`src/rtl/div_iter_unit.sv`:
```
// Multi-cycle 32-bit restoring divider for the EX-stage divide handshake.
// One quotient bit is resolved per clock. {remainder, quotient} is held on result_o while ready_o is high.
module div_iter_unit (
    input  logic        clk,
    input  logic        resetn,
    input  logic        start_i,
    input  logic        signed_div_i,
    input  logic [31:0] opdata1_i,
    input  logic [31:0] opdata2_i,
    input  logic        annul_i,
    output logic [63:0] result_o,
    output logic        ready_o
);

    typedef enum logic [1:0] {
        IDLE     = 2'd0,
        DIV_ZERO = 2'd1,
        ON       = 2'd2,
        END      = 2'd3
    } state_t;

    state_t      state;
    state_t      state_nxt;

    logic [4:0]  counter;
    logic [31:0] dividend_sh;
    logic [31:0] divisor_mag;
    logic [31:0] rem;
    logic [31:0] quot;
    logic        neg_q;
    logic        neg_r;

    logic        accept;
    logic        abort_on;
    logic        last_iter;
    logic        op1_neg;
    logic        op2_neg;
    logic [31:0] op1_mag;
    logic [31:0] op2_mag;

    logic [32:0] partial;
    logic        take;
    logic [31:0] rem_step;
    logic [31:0] quot_step;
    logic [31:0] rem_fix;
    logic [31:0] quot_fix;

    assign accept    = start_i && !annul_i;
    assign abort_on  = annul_i || !start_i;
    assign last_iter = (counter == 5'd31);

    // Magnitudes use 32-bit wrap, so 0x80000000 maps onto itself and divides correctly as unsigned.
    assign op1_neg = signed_div_i && opdata1_i[31];
    assign op2_neg = signed_div_i && opdata2_i[31];
    assign op1_mag = op1_neg ? -opdata1_i : opdata1_i;
    assign op2_mag = op2_neg ? -opdata2_i : opdata2_i;

    // NOTE: every signal assigned in an always_comb gets a default first, so no path can infer a latch.
    always_comb begin
        partial   = {rem, dividend_sh[31]};
        take      = (partial >= {1'b0, divisor_mag});
        rem_step  = partial[31:0];
        if (take) begin
            rem_step = partial[31:0] - divisor_mag;
        end
        quot_step = {quot[30:0], take};
        rem_fix   = neg_r ? -rem_step : rem_step;
        quot_fix  = neg_q ? -quot_step : quot_step;
    end

    always_comb begin
        state_nxt = state;
        case (state)
            IDLE: begin
                if (accept) begin
                    state_nxt = (opdata2_i == 32'd0) ? DIV_ZERO : ON;
                end
            end
            DIV_ZERO: state_nxt = END;
            ON: begin
                if (abort_on) begin
                    state_nxt = IDLE;
                end else if (last_iter) begin
                    state_nxt = END;
                end
            end
            END: begin
                if (!start_i) begin
                    state_nxt = IDLE;
                end
            end
            default: state_nxt = IDLE;
        endcase
    end

    // NOTE: sequential state is written with non-blocking assignments only, so every register samples pre-edge values.
    always_ff @(posedge clk or negedge resetn) begin
        if (!resetn) begin
            state <= IDLE;
        end else begin
            state <= state_nxt;
        end
    end

    always_ff @(posedge clk or negedge resetn) begin
        if (!resetn) begin
            counter     <= 5'd0;
            dividend_sh <= 32'd0;
            divisor_mag <= 32'd0;
            rem         <= 32'd0;
            quot        <= 32'd0;
            neg_q       <= 1'b0;
            neg_r       <= 1'b0;
            result_o    <= 64'd0;
            ready_o     <= 1'b0;
        end else begin
            case (state)
                IDLE: begin
                    result_o <= 64'd0;
                    ready_o  <= 1'b0;
                    if (accept) begin
                        dividend_sh <= op1_mag;
                        divisor_mag <= op2_mag;
                        neg_q       <= op1_neg ^ op2_neg;
                        neg_r       <= op1_neg;
                        rem         <= 32'd0;
                        quot        <= 32'd0;
                        counter     <= 5'd0;
                    end
                end
                DIV_ZERO: begin
                    result_o <= 64'd0;
                    ready_o  <= 1'b0;
                end
                ON: begin
                    if (abort_on) begin
                        result_o <= 64'd0;
                        ready_o  <= 1'b0;
                    end else begin
                        rem         <= rem_step;
                        quot        <= quot_step;
                        dividend_sh <= {dividend_sh[30:0], 1'b0};
                        counter     <= counter + 5'd1;
                        if (last_iter) begin
                            result_o <= {rem_fix, quot_fix};
                            ready_o  <= 1'b1;
                        end
                    end
                end
                END: begin
                    // A divide-by-zero reaches END with ready low, so ready rises two edges after acceptance.
                    if (!start_i) begin
                        result_o <= 64'd0;
                        ready_o  <= 1'b0;
                    end else begin
                        ready_o  <= 1'b1;
                    end
                end
                default: begin
                    result_o <= 64'd0;
                    ready_o  <= 1'b0;
                end
            endcase
        end
    end

endmodule

```
`config.mk`:
```
export PLATFORM = sky130hd
export DESIGN_NAME = div_iter_unit
export DESIGN_NICKNAME = d
export VERILOG_FILES = /design/src/rtl/div_iter_unit.sv
export SDC_FILE = /design/constraint.sdc
export NUM_CORES = 1
export LEC_CHECK = 0
export ABC_CLOCK_PERIOD_IN_PS = 5950
export CORE_MARGIN = 8
export CORE_UTILIZATION = 58
export CTS_CLUSTER_DIAMETER = 150
export DETAILED_ROUTE_END_ITERATION = 8
export PLACE_DENSITY = 0.81
export RECOVER_POWER = 25
export SLEW_MARGIN = 40
export SYNTH_ARGS = -nofsm -noshare
export SYNTH_HDL_FRONTEND = slang
export SYNTH_SLANG_ARGS = --single-unit
```
`constraint.sdc`:
```
create_clock -name clk -period 5.95 [get_ports clk]
set_input_delay 1.19 -clock clk [delete_from_list [all_inputs] [get_ports clk]]
set_output_delay 1.19 -clock clk [all_outputs]
set_load 0.05 [all_outputs]
```
==> summary.txt <==
Run status
  – Status: finished with violations
  – Violated checks: max-capacitance violations, max-slew violations

Critical path
  – Worst path slowest cell: dfrtp_1
  – Largest delay share family, worst path: compound AO/OA/AOI/OAI gates
  – CP most frequent cell: ha_1
  – Worst setup EP type: register
  – R2R Path End: result_o[62]
  – Worst path depth: 17
  – Kind of critical path: register to register
  – Largest fanout on the critical path: 5
  – Worst Path Required: 6350 ps
  – R2R Setup Slk: 1340 ps
  – Critical Path AT: 5010 ps
  – Worst setup SP type: register
  – Slowest stage delay, CP: 460 ps
  – WP buf/inv: 1
  – Crit-path cells: ha_1, nor2b_1, o2111ai_2, a21oi_1, o2111ai_1, nand3_2, inv_2, mux2i_1, ha_1, nand2_1, a2111o_1, or4_4, nor2_4, o2111ai_4, o41ai_2, xnor2_1, o21ai_1
  – FF-to-FF Start: rem[0]
  – R2R cell count: 17

Placed design
  – DP HPWL: 26.4 mm
  – Cells after DPL: approximately 2000
  – Routability cong.: 1.02
  – Port bufs: 133

Clock tree
  – CTS Buf Count: 22
  – Latest clock arrival within the worst-skew pair: ~520 ps
  – Clk slew on worst S/H paths: 60 ps
  – Post-CTS Setup Bufs: 0
  – Max H-tree Level: 1
  – Clk root buf: clkbuf_16
  – Post-CTS sizing: 0
  – Deepest clock path buffer count: 3
  – CTS tree: built
  – Hold buffer count at CTS: 0
  – Clk sink count: 201

Timing
  – Worst slew pin tran: 2760 ps
  – Crit share post-route: 77.4%
  – Fmax: 0.217 GHz
  – Slew Limit Fails: 115
  – RSZ-0062 raised after global routing: no
  – Clock Skew: 14.4 ps
  – Final hold slack: between 400 and 500 ps
  – Final hold vios: 0
  – Min Tclk post-route: 4610 ps
  – Rel. slew slack: -84.3%
  – Count of final setup violators: 0
  – TNS Setup: 0 ps

Detailed routing
  – Wire length per cell: approximately 18 µm
  – DRC: 0
  – Vias: 12000
  – Initial DRC Count: 1142
  – First-pass DRT Iterations: 6
  – Vias per inst: 6.05
  – Routed WL: 35.8 mm
  – Detail Route Antenna Nets: 0

GRT
  – GRT Total Usage: about a quarter
  – Global-route wire length before repair: 59.5 mm
  – GRT met2 Usage: 38.3%
  – Grt met1 use: 38.0%
  – Vias in the first global route: ~11000
  – Antenna violations before repair: 0
  – GRT Max-Usage Layer: met2
  – Overflow after GRT: 0
  – Grt met3 use: 4.09%
  – Pin count of the biggest net entering global routing: 115

Cells and area
  – Nets: 1793
  – Layout cells sized above 1: 5.06%
  – Synth-to-Final Area Change: 16.7%
  – Final core utilization: 68.2%
  – N_diodes: 0
  – Fillers: 1828
  – Fin cells: 1985

Yosys
  – Synthesized instance count: 1605
  – Average cell area after synthesis: slightly above 8 µm²
  – YS warnings: 0
  – Synthesized area: 0.0131 mm²
  – EDFF count, synth: 0
  – Synth Register Bits: around 200
  – Seq/Total Area, Yosys: 38.4%
  – Most used DFF post-synth: dfrtp_1
  – Synth area leader: dfrtp_1
  – Top cell type's share of synthesized area: 38.4%
  – FFs w/ async S/R, synth: 100%
  – Synth cell types: 83
  – Syn nets: about 1700
  – Synth top area cells: dfrtp_1 38%, nand2_1 7.9%, o21ai_0 6.2%, xnor2_1 4.7%, xor2_1 4.4%

Power
  – Switching pwr: approximately 1.1 mW
  – Maximum vdd drop: 0.152 mV
  – Lkg Pwr: 6.64 nW
  – PwrDens: 235 mW/mm²
  – Sw Share: 30.1%
  – Power share of the clock group: 37.4%
  – Register share of total power: between 40 and 50%
  – Total Power: 3.59 mW
  – Internal: between 2 and 3 mW
  – Gate power share: 20.5%

Hold path
  – Hold path depth: 2
  – HP Start: result_o[9]
  – HP Class: register to register
  – Hold Path Sink: result_o[9]

Floorplanning
  – Initial Util: 58.4%
  – # IOs: about 130
  – Die height: 166 µm
  – Die Width: 166 µm
  – Die area: 0.0277 mm²
  – Core footprint: 0.0224 mm²
  – # rows: 55

Run
  – Max-Cap Viols: 1
==> Yosys cell counts (26+ instances only) <==
cell,number
o21ai_0,163
xor2_1,66
a21oi_1,114
nor2_1,109
nand2_1,276
nor3_1,35
o22ai_1,31
o31ai_1,34
inv_1,54
xnor2_1,71
o21ai_1,26
dfrtp_1,201
nand3_1,42
ha_1,38
clkbuf_1,65
==> how the worst max path moves through the flow <==
stage                         to     from
floorplan           result_o[62]  rem[19]
global placement    result_o[62]  rem[17]
detailed placement  result_o[62]   rem[0]
CTS                 result_o[62]   rem[0]
global route        result_o[62]  rem[23]
finish              result_o[62]   rem[0]
==> sequential cells by signal, indices dropped and copies added (netlist names) <==
name	flops
counter	5
dividend_sh	32
ready_o	1
state	2
neg_r	1
neg_q	1
result_o	64
rem	32
quot	31
divisor_mag	32
==> power groups by stage <==
stage / clock (mW) / sequential [mW] / combinational, mW
after floorplan: 0 / 1.52 / 0.501
after global placement: 0 / 1.53 / 0.716
after detailed placement: 0 / 1.54 / 0.723
after CTS: 1.37 / 1.51 / 0.728
after global routing: 1.41 / 1.52 / 0.814
final: 1.34 / 1.51 / 0.734
==> routing by layer <==
metal	vias to the layer above	share of wire, %
met2	459	44
met1	5689	46
li1	5812	-
met3	40	8.1
met4	0	1.8
met5	-	0
==> logic make-up (layout without fill, tap and decap cells) <==
| group | Yosys count | in the layout | share of synthesized area, % |
|---|---|---|---|
| XOR/XNOR | 137 | 137 | 9.16 |
| flip-flops | 201 | 201 | 38.4 |
| adder cells (fa/ha/maj) | 39 | 39 | 3.78 |
| buffers and inverters | 148 | 243 | 4.47 |
| AO/OA/AOI/OAI | 466 | 466 | 21.8 |
| AND/OR/NAND/NOR | 591 | 591 | 20.6 |
| multiplexers | 23 | 23 | 1.79 |
==> layout by cell type (no fill, tap or decap), types with 19 or more instances in the layout <==
cell,Yosys,routed
dfrtp_1,201,200
nand4_1,19,19
ha_1,38,38
o31ai_1,34,34
o21ai_0,163,163
xor2_1,66,66
xnor2_1,71,71
o22ai_1,31,31
o21ai_1,26,25
nand2_1,276,276
or3_1,19,19
mux2i_1,20,20
a21oi_1,114,114
clkbuf_16,0,22
nor2_1,109,106
nor3_1,35,35
clkdlybuf4s50_1,0,131
inv_1,54,54
nand3_1,42,41
==> stage by stage <==
| stage | area [µm²] | setup WS, ps |
|---|---|---|
| 5_1_grt | 15300 | 1020 |
| 3_3_place_gp | 14600 | 1480 |
| 3_5_place_dp | 14600 | 1410 |
| 4_1_cts | 15300 | 1380 |
| 6_report | 15300 | 1340 |
| 2_1_floorplan | 13100 | 1130 |
==> cell type report <==
| cell class | instances | area (µm²) | area share [%] |
|---|---|---|---|
| Clock buffer | 33 | 632 | 4.13 |
| Clock inverter | 6 | 71.3 | 0.466 |
| Inverter | 56 | 211 | 1.38 |
| Multi-Input combinational cell | 1256 | 7530 | 49.2 |
| Sequential cell | 201 | 5030 | 32.9 |
| Tap cell | 285 | 357 | 2.33 |
| Timing Repair Buffer | 148 | 1460 | 9.57 |
==> worst min-delay path: stages, from the launching register on <==
cell     delay, ps
dfrtp_1        340
nand2_1         50
o21ai_0         60
Note: power is estimated with default switching activity, not from simulation.
